### src/rtl/duck_pkg.sv
// Shared types for the duck-hunt game blocks: game states, per-gun shot states
// and a saturating counter helper.
package duck_pkg;

    typedef enum logic [1:0] {
        GS_MENU      = 2'd0,
        GS_PLAY      = 2'd1,
        GS_ROUND_END = 2'd2,
        GS_OVER      = 2'd3
    } game_state_t;

    typedef enum logic [1:0] {
        IDLE  = 2'd0,
        ARMED = 2'd1,
        COOL  = 2'd2,
        EMPTY = 2'd3
    } shot_state_t;

    // Widest counter field needed for MAX_SHOTS up to 15.
    localparam int CNT_MAX_W = 4;

    function automatic logic [CNT_MAX_W-1:0] sat_inc(
        input logic [CNT_MAX_W-1:0] val,
        input logic [CNT_MAX_W-1:0] lim
    );
        if (val >= lim) begin
            return lim;
        end else begin
            return val + 4'd1;
        end
    endfunction

endpackage

### src/rtl/shot_channel.sv
// One gun: trigger synchroniser, rising-edge detect, shot FSM, cooldown and
// optional hit window (compiled in when SHOT_TRACKER_HIT_STATS_EN is defined).
module shot_channel
    import duck_pkg::*;
#(
    parameter int MAX_SHOTS    = 3,
    parameter int COOLDOWN_CYC = 4,
    parameter int HIT_WINDOW   = 8,
    parameter int CNT_W        = $clog2(MAX_SHOTS + 1)
) (
    input  logic             clk,
    input  logic             rst_n,
    input  logic             in_play,
    input  logic             play_entry,
    input  logic             trigger,
    input  logic             hit,
    output logic             shot_fire,
    output logic [CNT_W-1:0] shots_left,
    output logic             no_shots_left,
    output logic [CNT_W-1:0] hit_count
);

    localparam int              CD_W    = $clog2(COOLDOWN_CYC + 1);
    localparam logic [CNT_W-1:0] MAX_CNT = CNT_W'(MAX_SHOTS);
    localparam logic [CD_W-1:0]  CD_LOAD = CD_W'(COOLDOWN_CYC);

    logic             sync1_r, sync2_r, sync2_d_r, rise_r;
    shot_state_t      state_r, state_s;
    logic [CD_W-1:0]  cool_r, cool_s;
    logic [CNT_W-1:0] shots_r, shots_s;
    logic             fire_r, fire_s;
    logic             empty_r;
    logic             accept_s;

    // Trigger synchroniser and registered rising-edge detect.
    always_ff @(posedge clk or negedge rst_n) begin
        if (!rst_n) begin
            sync1_r   <= 1'b0;
            sync2_r   <= 1'b0;
            sync2_d_r <= 1'b0;
            rise_r    <= 1'b0;
        end else begin
            sync1_r   <= trigger;
            sync2_r   <= sync1_r;
            sync2_d_r <= sync2_r;
            rise_r    <= sync2_r & ~sync2_d_r;
        end
    end

    // Next-state logic: reload beats everything, leaving PLAY parks the channel.
    always_comb begin
        state_s  = state_r;
        cool_s   = cool_r;
        shots_s  = shots_r;
        fire_s   = 1'b0;
        accept_s = 1'b0;
        if (play_entry) begin
            state_s = ARMED;
            cool_s  = '0;
            shots_s = MAX_CNT;
        end else if (!in_play) begin
            state_s = IDLE;
            cool_s  = '0;
        end else begin
            case (state_r)
                ARMED: begin
                    if (rise_r) begin
                        accept_s = 1'b1;
                        fire_s   = 1'b1;
                        shots_s  = shots_r - CNT_W'(1);
                        cool_s   = CD_LOAD;
                        state_s  = COOL;
                    end else begin
                        state_s  = ARMED;
                    end
                end
                COOL: begin
                    // Leave on the edge where the counter lands on zero.
                    if (cool_r <= CD_W'(1)) begin
                        cool_s  = '0;
                        state_s = (shots_r != '0) ? ARMED : EMPTY;
                    end else begin
                        cool_s  = cool_r - CD_W'(1);
                        state_s = COOL;
                    end
                end
                EMPTY:   state_s = EMPTY;
                IDLE:    state_s = IDLE;
                default: state_s = IDLE;
            endcase
        end
    end

    // Channel state and output registers.
    always_ff @(posedge clk or negedge rst_n) begin
        if (!rst_n) begin
            state_r <= IDLE;
            cool_r  <= '0;
            shots_r <= '0;
            fire_r  <= 1'b0;
            empty_r <= 1'b1;
        end else begin
            state_r <= state_s;
            cool_r  <= cool_s;
            shots_r <= shots_s;
            fire_r  <= fire_s;
            empty_r <= (shots_s == '0);
        end
    end

    assign shot_fire     = fire_r;
    assign shots_left    = shots_r;
    assign no_shots_left = empty_r;

`ifdef SHOT_TRACKER_HIT_STATS_EN
    localparam int              WIN_W    = $clog2(HIT_WINDOW + 1);
    localparam logic [WIN_W-1:0] WIN_LOAD = WIN_W'(HIT_WINDOW);

    logic [WIN_W-1:0] win_r, win_s;
    logic             win_arm_r, win_arm_s;
    logic [CNT_W-1:0] hits_r, hits_s;

    // The new window opens one cycle after acceptance, so a hit in the
    // shot_fire cycle still lands in the previous window.
    always_comb begin
        win_s     = win_r;
        win_arm_s = 1'b0;
        hits_s    = hits_r;
        if (play_entry) begin
            win_s  = '0;
            hits_s = '0;
        end else if (!in_play) begin
            win_s  = '0;
        end else begin
            win_arm_s = accept_s;
            if (hit && (win_r != '0)) begin
                hits_s = CNT_W'(sat_inc(CNT_MAX_W'(hits_r), CNT_MAX_W'(MAX_CNT)));
            end else begin
                hits_s = hits_r;
            end
            if (win_arm_r) begin
                win_s = WIN_LOAD;
            end else if (win_r == '0) begin
                win_s = '0;
            end else if (hit) begin
                win_s = '0;
            end else begin
                win_s = win_r - WIN_W'(1);
            end
        end
    end

    // Hit window and hit counter registers.
    always_ff @(posedge clk or negedge rst_n) begin
        if (!rst_n) begin
            win_r     <= '0;
            win_arm_r <= 1'b0;
            hits_r    <= '0;
        end else begin
            win_r     <= win_s;
            win_arm_r <= win_arm_s;
            hits_r    <= hits_s;
        end
    end

    assign hit_count = hits_r;
`else
    localparam int unused_hit_window = HIT_WINDOW;
    logic unused_hit_s;
    assign unused_hit_s = hit;
    assign hit_count    = '0;
`endif

    shot_channel_chk #(.CNT_W(CNT_W)) u_chk (
        .clk        (clk),
        .rst_n      (rst_n),
        .accept     (accept_s),
        .shots_left (shots_r)
    );

endmodule

### src/rtl/shot_channel_chk.sv
// Property checker for one gun channel: a shot may never be taken with an empty
// budget, since that decrement would wrap the shot counter.
module shot_channel_chk #(
    parameter int CNT_W = 2
) (
    input logic             clk,
    input logic             rst_n,
    input logic             accept,
    input logic [CNT_W-1:0] shots_left
);

    property p_no_wrap;
        @(posedge clk) disable iff (!rst_n) accept |-> (shots_left != '0);
    endproperty

    a_no_wrap: assert property (p_no_wrap)
        else $error("shot_channel: shot accepted with shots_left at zero");

endmodule

### src/rtl/shot_tracker.sv
// Multi-gun shot budget tracker: NUM_CH shot_channel instances sharing one
// PLAY-entry detector. Optional hit statistics: SHOT_TRACKER_HIT_STATS_EN.
module shot_tracker
    import duck_pkg::*;
#(
    parameter int  NUM_CH       = 2,
    parameter int  MAX_SHOTS    = 3,
    parameter int  COOLDOWN_CYC = 4,
    parameter int  HIT_WINDOW   = 8,
    localparam int CNT_W        = $clog2(MAX_SHOTS + 1)
) (
    input  logic                    Clk,
    input  logic                    Reset_n,
    input  logic [1:0]              game_state,
    input  logic [NUM_CH-1:0]       trigger,
    input  logic [NUM_CH-1:0]       hit,
    output logic [NUM_CH-1:0]       shot_fire,
    output logic [NUM_CH*CNT_W-1:0] shots_left,
    output logic [NUM_CH-1:0]       no_shots_left,
    output logic                    all_empty,
    output logic [NUM_CH*CNT_W-1:0] hit_count
);

    game_state_t gs_s, gs_r;
    logic        in_play_s, play_entry_s;

    assign gs_s = game_state_t'(game_state);

    // Previous game state; MENU at reset so the first PLAY cycle counts as entry.
    always_ff @(posedge Clk or negedge Reset_n) begin
        if (!Reset_n) begin
            gs_r <= GS_MENU;
        end else begin
            gs_r <= gs_s;
        end
    end

    assign in_play_s    = (gs_s == GS_PLAY);
    assign play_entry_s = in_play_s && (gs_r != GS_PLAY);

    for (genvar i = 0; i < NUM_CH; i++) begin : g_ch
        shot_channel #(
            .MAX_SHOTS    (MAX_SHOTS),
            .COOLDOWN_CYC (COOLDOWN_CYC),
            .HIT_WINDOW   (HIT_WINDOW),
            .CNT_W        (CNT_W)
        ) u_ch (
            .clk           (Clk),
            .rst_n         (Reset_n),
            .in_play       (in_play_s),
            .play_entry    (play_entry_s),
            .trigger       (trigger[i]),
            .hit           (hit[i]),
            .shot_fire     (shot_fire[i]),
            .shots_left    (shots_left[i*CNT_W +: CNT_W]),
            .no_shots_left (no_shots_left[i]),
            .hit_count     (hit_count[i*CNT_W +: CNT_W])
        );
    end

    assign all_empty = &no_shots_left;

endmodule

### config.mk
export PLATFORM = sky130hd
export DESIGN_NAME = shot_tracker
export DESIGN_NICKNAME = d
export VERILOG_FILES = /design/src/rtl/duck_pkg.sv /design/src/rtl/shot_channel.sv /design/src/rtl/shot_channel_chk.sv /design/src/rtl/shot_tracker.sv
export SDC_FILE = /design/constraint.sdc
export NUM_CORES = 1
export LEC_CHECK = 0
export ABC_AREA = 0
export BUFFER_PORTS_ARGS = -buffer_cell sky130_fd_sc_hd__buf_2
export CELL_PAD_IN_SITES_DETAIL_PLACEMENT = 1
export CELL_PAD_IN_SITES_GLOBAL_PLACEMENT = 2
export CORE_MARGIN = 2
export CORE_UTILIZATION = 41
export CTS_BUF_LIST = sky130_fd_sc_hd__clkbuf_4 sky130_fd_sc_hd__clkbuf_8
export CTS_CLUSTER_SIZE = 8
export DETAILED_ROUTE_END_ITERATION = 6
export PLACE_DENSITY_LB_ADDON = 0.05
export SYNTH_ARGS = -nofsm -noshare
export SYNTH_HDL_FRONTEND = slang
export SYNTH_SLANG_ARGS = --single-unit
### constraint.sdc
create_clock -name Clk -period 2.6 [get_ports Clk]
set_clock_uncertainty 0.1 [all_clocks]
set_input_delay 0.52 -clock Clk [delete_from_list [all_inputs] [get_ports Clk]]
set_output_delay 0.52 -clock Clk [all_outputs]
set_load 0.01 [all_outputs]
Word level (Yosys, flattened, before mapping)
Index checks and enable logic that the tools add are counted.
{"block": "word_totals", "ff_bits": 28, "elab_cells": 89, "inputBits": 8, "output_inout_bits": 13}
{"block": "classes", "addsub": 4, "bitwise": 4, "reduce_logical": 10, "n_mux": 38, "n_eq_ne": 12, "order_cmp": 2}
{"operator": "$mux 2", "n": 18}
{"operator": "$mux 3", "n": 8}
{"operator": "$pmux 2 s4", "n": 2}
{"operator": "$pmux 3 s2", "n": 2}
{"operator": "$eq 2x2->1 const B", "n": 4}
{"operator": "$logic_not 2->1", "n": 4}
{"operator": "$mux 1", "n": 8}
{"operator": "$ne 4x4->1 const B", "n": 2}
{"operator": "$eq 2x1->1 const B", "n": 3}
{"operator": "$le 3x1->1 const B", "n": 2}
{"operator": "$reduce_and 2->1", "n": 3}
{"operator": "$sub 3x1->3 const B", "n": 2}
{"operator": "$ne 4x2->1 const B", "n": 1}
{"operator": "$ne 4x3->1 const B", "n": 1}
{"operator": "$reduce_bool 2->1", "n": 2}
{"operator": "$sub 2x1->2 const B", "n": 2}
{"operator": "$and 1x1->1", "n": 2}
{"operator": "$ne 2x1->1 const B", "n": 1}
{"operator": "$not 1->1", "n": 2}
{"operator": "$logic_and 1x1->1", "n": 1}

Logic depth before layout (Yosys ltp)
Gate-level depths: netlist of the first run.
{"block": "depth", "ltp_word": 6, "mapped_depth": 5, "ltp_nobuf": 5}

Hierarchy
Synthesis of the first run repeated with hierarchy kept, for this count alone.
{"block": "hier_totals", "cells_unflattened": 134, "area_unflattened_um2": 1396.3}
{"mod": "shot_channel", "n_inst": 2, "seq_area_each_um2": 326.6, "area_each_um2": 655.6, "cells_per_inst": 64}
{"mod": "shot_tracker", "n_inst": 1, "seq_area_each_um2": 50.0, "area_each_um2": 85.1, "cells_per_inst": 6}

Worst setup path after synthesis of the first run
OpenSTA, ideal clock, no wires.
{"block": "synth_path", "path_type": "flip-flop to flip-flop", "start": "register g_ch[1].u_ch.state_r[0]", "end": "register g_ch[1].u_ch.cool_r[1]", "t_required_ns": 2.405, "setup_ns": 0.095, "n_path_buf": 0, "path_stages_with_launch": 5, "t_arrival_ns": 1.518, "path_slack_ns": 0.886, "period_less_slack_ns": 1.714, "path_cell_list": "dfrtp_1 -> inv_1 -> ha_1 -> or4_4 -> o32ai_2"}
{"block": "synth_between", "elab_chain_cells": 4, "word_cells_on_any_way": 8, "classes_between": "4 x eq/ne; 3 x mux; 1 x reduce/logical"}
{"element": "from (decl)", "line": "shot_channel.sv:28", "text": "shot_state_t state_r, state_s;"}
{"element": "from (signal assigned)", "line": "shot_channel.sv:103", "text": "state_r <= state_s;"}
{"element": "$eq 2x2->1 or $eq 2x1->1 (tied branches)", "line": "shot_channel.sv:65", "text": "case (state_r)"}
{"element": "$pmux 3 s2", "line": "shot_channel.sv:65"}
{"element": "$mux 3", "line": "shot_channel.sv:61", "text": "end else if (!in_play) begin"}
{"element": "$mux 3", "line": "shot_channel.sv:57", "text": "if (play_entry) begin"}
{"element": "to (signal assigned)", "line": "shot_channel.sv:104", "text": "cool_r <= cool_s;"}
{"element": "to (decl)", "line": "shot_channel.sv:29", "text": "logic [CD_W-1:0] cool_r, cool_s;"}
Several ways; a longest one is shown, not always the timed one.
A chain may end at the register's enable or synchronous reset.

Final worst setup path of the first run
Same ends and word-level chain as after synthesis.

==> impl_metrics.yaml, run 1 <==
critical_path:
  critPathMaxFanout: 4
  r2r_slack_ps: 780
  crit_path_start_kind: "flop"
  required_ps: 2740
  cp-end-kind: "flop"
  critPathKind: "flop to flop"
  cp_data_arrival_time_ps: 1960
placement:
  gp_congestion: 0.727
  hpwlAfterDp_um: 2060
  portBuffers: 14
min_path:
  min_path_type: "primary input to asynchronous set/reset pin"
final_layout:
  nFillCells: 393
  drive_gt1_frac: 0.210
  diodes: 0
  finalNetCount: 166
  areaGrowthSynthToFinish_pct: 6.73
die:
  design.die.area_um2: 4130
  die_y_um: 64.2
  start_util: 0.436
  core-area_um2: 3420
  rows: 21
  die_x_um: 64.2
  ioPinCount: 21
yosys:
  synth_commonest_cells: "dfrtp_1 (26), ha_1 (14), inv_1 (14), buf_4 (8), nor2b_1 (7)"
  synthArstFlopShare: 1.00
  ys_seq_area_frac: 0.473
  syn_inst: 132
  synth_area_leaders: "dfrtp_1 (44%), ha_1 (12%), buf_4 (4.0%)"
  yosys.area.top_type: "dfrtp_1"
  ys_types: 34
  syn_area_per_cell_um2: 11.3
  ys.flop_type: "dfrtp_1"
  yosysTopAreaCellShare: 0.437
  yosysWarnings: 0
  ys_seq_elements: 28
  synth_most_common_cell: "dfrtp_1"
  synth-edff-count: 0
  syn_area_um2: 1490
sta:
  worst_pin_slew_ps: 610
  setup_violations: 0
  post-route-min-period_ps: 1820
  fin_setup_tns_ps: 0
  max_freq_mhz: 549
  rsz0062_at_grt: "no"
  timing.slew.headroom: 0.593
  slew_violations: 0
  finalHoldViolations: 0
  fin_crit_sh: 0.700
global_route:
  busiest_layer: "met2"
  grtUsageMet2: 0.243
  grt_max_degree: 29
  grt_pass1_wl_um: 4980
  grt_pass1_vias: 1042
  track_usage: 0.156
  met3_usage: 0.0264
  grt-ovfl-total: 0
  grtUsageMet1: 0.219
  antenna_found_initial: 0
detailed_routing:
  drc: 0
  wl_per_cell_um: 14.7
  wl_um: 2770
  dr.pass1.iters: 2
  drtIter0Drc: 30
  ant_nets: 0
  via_count: 978
  viasPerCell: 5.17
cts:
  postCtsSetupRepairBufs: 0
  ctsResizeCount: 0
  cts_hold_buf: 0
  clockBufferDepth: 2
  cts_sinks: 28
  ctsHtreeMaxLevel: 1
  cts-root-buf: "clkbuf_4"
  cts_tree: "done"
  numCtsBuffers: 3
  clkSlewWorstSetupHoldPaths_ps: 150
  clock_latency_ps: 330
power_and_ir_drop:
  p_per_area_nw_per_um2: 452
  ir_worst_vdd_uv: 221
  power_mw: 0.718
  leakage_nw: 0.718
job:
  cap_violations: 0
status:
  status: "finished, final reports clean"
-- critical path, stage by stage (launching register included) --
cell	delay (ps)
dfrtp_1	430
inv_1	60
ha_1	330
or4_4	570
o32ai_2	250
-- kinds of logic (layout without fill, tap and decap cells) --
logic type,count (synthesis),in the layout,share of synthesized area
flip-flops,28,28,0.473
AND/OR/NAND/NOR,29,29,0.128
buffers and inverters,24,32,0.0858
other,1,4,0.00252
AO/OA/AOI/OAI,36,36,0.193
adder cells (fa/ha/maj),14,14,0.118
-- routing by layer --
layer / wire, µm / vias to the layer above
met5: 0 / -
met4: 19 / 0
met3: 100 / 2
met2: 1210 / 16
met1: 1440 / 479
li1: - / 481
-- final timing paths --
check,end,depth (start not counted),start
worst max-delay path,g_ch[1].u_ch.cool_r[1],4,g_ch[1].u_ch.state_r[0]
worst min-delay path,gs_r[0],1,Reset_n
worst max register to register,g_ch[1].u_ch.cool_r[1],4,g_ch[1].u_ch.state_r[0]
worst min register to register,g_ch[1].u_ch.sync2_r,0,g_ch[1].u_ch.sync1_r
max in group asynchronous,g_ch[1].u_ch.rise_r,1,Reset_n
min in group Clk,g_ch[0].u_ch.sync1_r,1,trigger[0]
-- power breakdown --
| group | switching, mW | total [mW] | internal, mW |
|---|---|---|---|
| clock network | 0.128 | 0.214 | 0.0857 |
| registers | 0.00811 | 0.454 | 0.446 |
| logic | 0.0332 | 0.0504 | 0.0172 |
-- layout by cell type (no fill, tap or decap), types with 2 or more instances in the layout --
| cell type | count |
|---|---|
| dfrtp_1 | 26 |
| inv_1 | 14 |
| ha_1 | 14 |
| buf_2 | 14 |
| nor2b_1 | 7 |
| o21ai_0 | 6 |
| a21oi_1 | 4 |
| nor3_1 | 4 |
| o311ai_0 | 4 |
| conb_1 | 4 |
| and2_1 | 3 |
| o31ai_1 | 3 |
| clkbuf_4 | 3 |
| o21bai_1 | 2 |
| a2111oi_0 | 2 |
| a311oi_1 | 2 |
| nand2_1 | 2 |
| nand3_1 | 2 |
| o21a_1 | 2 |
| a2bb2oi_1 | 2 |
| nand4_1 | 2 |
| o21ba_2 | 2 |
| nor2_1 | 2 |
| nand2b_1 | 2 |
| or4_4 | 2 |
| o32ai_2 | 2 |
| o211ai_1 | 2 |
| o31a_1 | 2 |
| dfstp_2 | 2 |
-- through the flow --
step / std cells / hold slack, ps / util / area [µm²] / worst slack, ps
4_1_cts: 189 / 91.7 / 0.465 / 1590 / 767
5_1_grt: 189 / 101 / 0.465 / 1590 / 653
2_1_floorplan: 135 / 124 / - / 1500 / 886
6_report: 189 / 78.3 / 0.465 / 1590 / 779
3_3_place_gp: 185 / 233 / 0.454 / 1550 / 786
3_5_place_dp: 185 / 243 / 0.454 / 1550 / 773
-- final cells by class --
| type | instances | area (µm²) | share of cell area |
|---|---|---|---|
| multi-input combinational | 83 | 668 | 0.421 |
| sequential | 28 | 703 | 0.443 |
| tap | 46 | 57.6 | 0.0362 |
| inverter | 14 | 52.6 | 0.0331 |
| timing repair buffer | 14 | 70.1 | 0.0441 |
| clock buffer | 4 | 36.3 | 0.0229 |
-- registers in the layout, indices dropped and copies added (netlist names) --
name                     flops
g_ch.u_ch.shot_fire          2
g_ch.u_ch.state_r            4
g_ch.u_ch.cool_r             6
g_ch.u_ch.shots_left         4
g_ch.u_ch.no_shots_left      2
g_ch.u_ch.sync1_r            2
g_ch.u_ch.rise_r             2
g_ch.u_ch.sync2_d_r          2
g_ch.u_ch.sync2_r            2
gs_r                         2
Note: power is estimated with default switching activity, not from simulation.
==> run 2: changes to the inputs <==
--- a/config.mk
+++ b/config.mk
@@ -10,7 +10,7 @@
 export CELL_PAD_IN_SITES_DETAIL_PLACEMENT = 1
 export CELL_PAD_IN_SITES_GLOBAL_PLACEMENT = 2
 export CORE_MARGIN = 2
-export CORE_UTILIZATION = 41
+export CORE_UTILIZATION = 38
 export CTS_BUF_LIST = sky130_fd_sc_hd__clkbuf_4 sky130_fd_sc_hd__clkbuf_8
 export CTS_CLUSTER_SIZE = 8
 export DETAILED_ROUTE_END_ITERATION = 6
==> constraint.sdc (replaced) <==
create_clock -name Clk -period 1.8 [get_ports Clk]
set_clock_uncertainty 0.1 [all_clocks]
set_input_delay 0.36 -clock Clk [delete_from_list [all_inputs] [get_ports Clk]]
set_output_delay 0.36 -clock Clk [all_outputs]
set_load 0.01 [all_outputs]
==> run 2 against run 1 <==
Net effect: the run now ends with hold timing left; fmax rose by 2.9%; sequential power rose by 44%; wire length rose by 4.5%; flip-flop and latch count did not move; worst hold slack got worse by 81 ps; critical endpoint unchanged; global-route usage fell by 0.74 points; die area rose by 7.4%; count of clock-buffer cells in the layout did not move.
==> impl_metrics.yaml, run 2 (synthesis results as in run 1) <==
critical_path:
  critPathKind: "flop to flop"
  crit_path_start_kind: "flop"
  cp-end-kind: "flop"
  cp_slowest_cell: "or4_4"
  path_cells: "buf_4 -> ha_4 -> or4_4 -> o32ai_2"
  critPathMaxStageDelay_ps: 560
  crit_family: "simple AND/OR/NAND/NOR gates"
  critPathBufInv: 1
  cp_data_arrival_time_ps: 1850
  required_ps: 1880
  critPathMaxFanout: 4
final_layout:
  regMostFlops: "g_ch.u_ch.cool_r"
  diodes: 0
  final_cell_mix: "dfrtp_1 (26), inv_1 (14), buf_2 (14)"
  areaGrowthSynthToFinish_pct: 12.4
  finalInstanceArea_um2: 1670
  utilization: 0.450
  final_common_cell: "dfrtp_1"
  largest_reg_flops: 6
  finalNetCount: 171
  drive_gt1_frac: 0.250
detailed_routing:
  viasPerCell: 5.08
  drtIter0Drc: 39
  wl_um: 2890
  wl_per_cell_um: 14.8
  drc: 0
  dr.pass1.iters: 4
  ant_nets: 0
  via_count: 996
global_route:
  grt_pass1_vias: 1064
  grt-ovfl-total: 0
  grt_pass1_wl_um: 5010
  grt_max_degree: 29
  antenna_found_initial: 0
  track_usage: 0.149
die:
  ioPinCount: 21
  start_util: 0.400
  core-area_um2: 3720
  die_y_um: 66.6
  design.die.area_um2: 4430
  die_x_um: 66.6
  rows: 22
cts:
  clock_latency_ps: 270
  ctsHtreeMaxLevel: 1
  clockBufferDepth: 2
  cts-root-buf: "clkbuf_8"
  cts_hold_buf: 0
  clkSlewWorstSetupHoldPaths_ps: 90
  numCtsBuffers: 3
  cts_tree: "done"
  cts_sinks: 28
sta:
  rsz0062_at_grt: "yes"
  worst_hold_slack_ps: -2.83
  worst_pin_slew_ps: 629
  max_freq_mhz: 565
  slew_violations: 0
  fin_crit_sh: 0.983
  post-route-min-period_ps: 1770
  finalHoldViolations: 5
  setup_violations: 0
  timing.slew.headroom: 0.581
job:
  cap_violations: 0
power_and_ir_drop:
  p_per_area_nw_per_um2: 672
  leakage_nw: 0.753
  ir_worst_vdd_uv: 415
  power_mw: 1.12
placement:
  placedInstanceArea_um2: 1560
  gp_congestion: 0.723
  portBuffers: 14
  hpwlAfterDp_um: 2070
status:
  violations: "hold timing"
  status: "finished, violations left"
min_path:
  min_path_type: "primary input to asynchronous set/reset pin"
-- run 2: changes by cell type in the layout (fill, tap and decap cells not counted) --
| cell | change |
|---|---|
| clkbuf_4 | -3 |
| clkbuf_8 | +3 |
| buf_4 | +5 |
| ha_1 | -2 |
| o21ai_0 | -1 |
| ha_4 | +2 |
| o21ai_1 | +1 |
-- run 2: repair_timing --
| item | 4_1_cts | 5_1_grt |
|---|---|---|
| buffers inserted | 0 | 4 |
| setup endpoints to repair | 1 | 6 |
| gates resized for setup | 1 | 2 |
-- run 2: cell type report --
cell class	instances	area, µm²
Clock buffer	4	55.1
Inverter	14	52.6
Multi-Input combinational cell	83	693
Tap cell	48	60.1
Sequential cell	28	703
Timing Repair Buffer	19	108
Fill cell	419	2040
-- run 2: per-layer routing --
layer | up-vias | wire length (µm) | share of wire | track usage
met5 | - | 0 | 0 | 0
met4 | 0 | 19 | 0.0066 | 0.0306
met3 | 2 | 62 | 0.021 | 0.0253
met2 | 10 | 1360 | 0.47 | 0.253
met1 | 494 | 1450 | 0.50 | 0.200
li1 | 490 | - | - | -
-- run 2: final timing paths --
| kind | to | slack [ps] | depth (start not counted) | startpoint |
|---|---|---|---|---|
| setup / recovery | g_ch[1].u_ch.cool_r[1] | 30 | 4 | g_ch[1].u_ch.state_r[1] |
| setup reg to reg | g_ch[1].u_ch.cool_r[1] | 30 | 4 | g_ch[1].u_ch.state_r[1] |
| hold reg to reg | g_ch[1].u_ch.sync2_r | 260 | 0 | g_ch[1].u_ch.sync1_r |
| max in group asynchronous | g_ch[0].u_ch.cool_r[2] | 1190 | 1 | Reset_n |
| hold / removal | g_ch[1].u_ch.cool_r[2] | -3 | 1 | Reset_n |
| min in group Clk | g_ch[0].u_ch.sync1_r | 90 | 1 | trigger[0] |
-- run 2: per-stage QoR --
step           instances  hold slack [ps]  setup TNS, ps  setup slack [ps]
3_3_place_gp         188              236              0              28.9
3_5_place_dp         188              238              0              19.1
5_1_grt              196             42.7          -37.6             -32.5
2_1_floorplan        135            -35.6              0              86.3
6_report             196            -2.83              0              30.2
4_1_cts              192             24.7              0              22.0
-- run 2: where the power goes --
| part | switching [mW] | leakage, nW | internal (mW) |
|---|---|---|---|
| combinational | 0.0522 | 0.383 | 0.0304 |
| clock | 0.190 | 0.0288 | 0.195 |
| sequential | 0.0108 | 0.341 | 0.644 |
==> run 3: changes to the inputs <==
--- a/config.mk
+++ b/config.mk
@@ -5,16 +5,17 @@
 export SDC_FILE = /design/constraint.sdc
 export NUM_CORES = 1
 export LEC_CHECK = 0
-export ABC_AREA = 0
-export BUFFER_PORTS_ARGS = -buffer_cell sky130_fd_sc_hd__buf_2
+export ABC_AREA = 1
 export CELL_PAD_IN_SITES_DETAIL_PLACEMENT = 1
 export CELL_PAD_IN_SITES_GLOBAL_PLACEMENT = 2
 export CORE_MARGIN = 2
-export CORE_UTILIZATION = 38
+export CORE_UTILIZATION = 40
 export CTS_BUF_LIST = sky130_fd_sc_hd__clkbuf_4 sky130_fd_sc_hd__clkbuf_8
 export CTS_CLUSTER_SIZE = 8
 export DETAILED_ROUTE_END_ITERATION = 6
+export DONT_BUFFER_PORTS = 1
 export PLACE_DENSITY_LB_ADDON = 0.05
+export RECOVER_POWER = 100
 export SYNTH_ARGS = -nofsm -noshare
 export SYNTH_HDL_FRONTEND = slang
 export SYNTH_SLANG_ARGS = --single-unit
==> run 3 against run 2 <==
Net effect: the flow now finishes without violations; area after synthesis grew 0.84%; first-iteration DRC count shrank 2.6%; count of clock-buffer cells in the layout shrank 1; synthesized cell count grew 26%; sequential power grew 2%; wire length grew 1.8%; non-clock buffer count shrank 13; setup slack gained 250 ps; worst hold slack gained 220 ps; critical endpoint is now g_ch[0].u_ch.cool_r[1]; highest routed layer unchanged.
==> impl_metrics.yaml, run 3 <==
final_layout:
  finalNetCount: 194
  diodes: 0
  finalInstanceArea_um2: 1610
  final_cell_mix: "nand2_1 (34), inv_1 (28), dfrtp_1 (26)"
  regMostFlops: "g_ch.u_ch.cool_r"
  largest_reg_flops: 6
  stdcell_count: 219
  final_common_cell: "nand2_1"
  drive_gt1_frac: 0.105
  nFillCells: 443
  areaGrowthSynthToFinish_pct: 7.59
yosys:
  ys_types: 21
  synth_commonest_cells: "nand2_1 (34), inv_1 (28), dfrtp_1 (26), ha_1 (14), nand3_1 (11)"
  ys_seq_elements: 28
  synthAdderAreaFrac: 0.117
  synth_top_family_by_area: "simple AND/OR/NAND/NOR gates"
  ys_seq_area_frac: 0.469
  yosysWarnings: 0
  yosys.area_share.simple: 0.224
  synth_area_leaders: "dfrtp_1 (43%), ha_1 (12%), nand2_1 (8.5%)"
  synth-compound-area-share: 0.0684
  synth-edff-count: 0
  yosysTopAreaCellShare: 0.434
  synth.area.mux_share: 0
  synth-xor-area-share: 0
  syn_area_per_cell_um2: 9.04
  synth_most_common_cell: "nand2_1"
  syn_inst: 166
  ys.flop_type: "dfrtp_1"
  syn_area_um2: 1500
  yosys.area.top_type: "dfrtp_1"
  synthArstFlopShare: 1.00
global_route:
  grtUsageMet2: 0.288
  grtUsageMet1: 0.183
  antenna_found_initial: 0
  grt_max_degree: 29
  busiest_layer: "met2"
  grt-ovfl-total: 0
  track_usage: 0.159
  met3_usage: 0.0308
  grt_pass1_vias: 1170
  grt_pass1_wl_um: 5110
sta:
  rsz0062_at_grt: "no"
  timing.slew.headroom: 0.533
  max_freq_mhz: 658
  post-route-min-period_ps: 1520
  worst_hold_slack_ps: 222
  worst_pin_slew_ps: 700
  slew_violations: 0
  fin_crit_sh: 0.844
  setup_violations: 0
  fin_setup_tns_ps: 0
  finalHoldViolations: 0
cts:
  cts_tree: "done"
  cts-root-buf: "clkbuf_8"
  numCtsBuffers: 3
  ctsResizeCount: 0
  ctsHtreeMaxLevel: 1
  clkSlewWorstSetupHoldPaths_ps: 100
  clock_latency_ps: 280
  clockBufferDepth: 2
  cts_sinks: 28
power_and_ir_drop:
  ir_worst_vdd_uv: 329
  p_per_area_nw_per_um2: 793
  leakage_nw: 0.805
  power_mw: 1.28
job:
  cap_violations: 0
placement:
  gp_congestion: 0.747
  portBuffers: 0
  hpwlAfterDp_um: 2230
  dp_cells: 209
  placedInstanceArea_um2: 1510
critical_path:
  required_ps: 1900
  cp-end-kind: "flop"
  critPathKind: "flop to flop"
  cp_data_arrival_time_ps: 1610
  crit_path_start_kind: "flop"
  critPathMaxFanout: 4
die:
  core-area_um2: 3630
  die_y_um: 65.2
  rows: 22
  start_util: 0.413
  ioPinCount: 21
  design.die.area_um2: 4260
  die_x_um: 65.2
detailed_routing:
  drc: 0
  wl_um: 2950
  ant_nets: 0
  drtIter0Drc: 38
  via_count: 1033
  dr.pass1.iters: 3
  wl_per_cell_um: 13.5
  viasPerCell: 4.72
status:
  status: "finished, final reports clean"
min_path:
  min_path_type: "primary input to flop"
==> run 3: changes by cell type in the layout (fill, tap and decap cells not counted), moves of 4 or more <==
cell and change:
buf_2 -14, o311ai_0 -4, nor2b_1 -7, dlygate4sd3_1 +5
nand3_1 +13, nor2_1 +7, nor3_1 -4, buf_4 -5
inv_2 +4, inv_1 +14, nand2_1 +32
==> run 3: worst paths after layout <==
check / start / cells after the start / endpoint / slack (ps)
setup / recovery: g_ch[0].u_ch.state_r[0] / 5 / g_ch[0].u_ch.cool_r[1] / 280
hold / removal: game_state[1] / 3 / g_ch[0].u_ch.shot_fire / 220
setup reg to reg: g_ch[0].u_ch.state_r[0] / 5 / g_ch[0].u_ch.cool_r[1] / 280
hold reg to reg: g_ch[1].u_ch.sync1_r / 0 / g_ch[1].u_ch.sync2_r / 270
max in group asynchronous: Reset_n / 2 / g_ch[1].u_ch.shots_left[0] / 590
min in group asynchronous: Reset_n / 2 / gs_r[0] / 570
==> run 3: metal layers <==
layer,wire [µm],vias up
met2,1500,12
met5,0,-
li1,-,512
met4,50,0
met1,1330,504
met3,66,5
==> run 3: kinds of logic after synthesis <==
kind of cell,after synthesis
compound gates,14
other cells,1
fa+ha+maj,14
buf+inv,40
flops,28
simple gates,69
==> run 3: worst max-delay path: stages (launching register included) <==
cell     delay [ps]
dfrtp_1         430
inv_1            70
ha_1            320
a21oi_4         170
nand3_1         140
o21ai_0         210
==> run 3: layout make-up <==
type	instances	area, µm²	area share
tap	48	60.1	0.0372
multi-input combinational	101	604	0.374
clock buffer	3	41.3	0.0256
clock inverter	1	30.0	0.0186
sequential	28	703	0.436
inverter	32	120	0.0744
timing repair buffer	6	55.1	0.0341
==> run 3: stage by stage <==
step | worst slack [ps] | util
final | 281 | 0.444
after global routing | 159 | 0.444
after CTS | 298 | 0.455
after detailed placement | 326 | 0.416
after global placement | 407 | 0.416
after floorplan | 511 | -
==> run 3: power by group <==
| part | leakage (nW) | internal [mW] | switching [mW] |
|---|---|---|---|
| clock network | 0.0357 | 0.298 | 0.201 |
| logic | 0.427 | 0.0370 | 0.0742 |
| registers | 0.342 | 0.650 | 0.0203 |
| total | 0.805 | 0.985 | 0.295 |
==> run 3: timing repair <==
item,CTS,global route
hold buffers,6,0
endpoints found under the hold margin,32,0
setup buffers,0,0
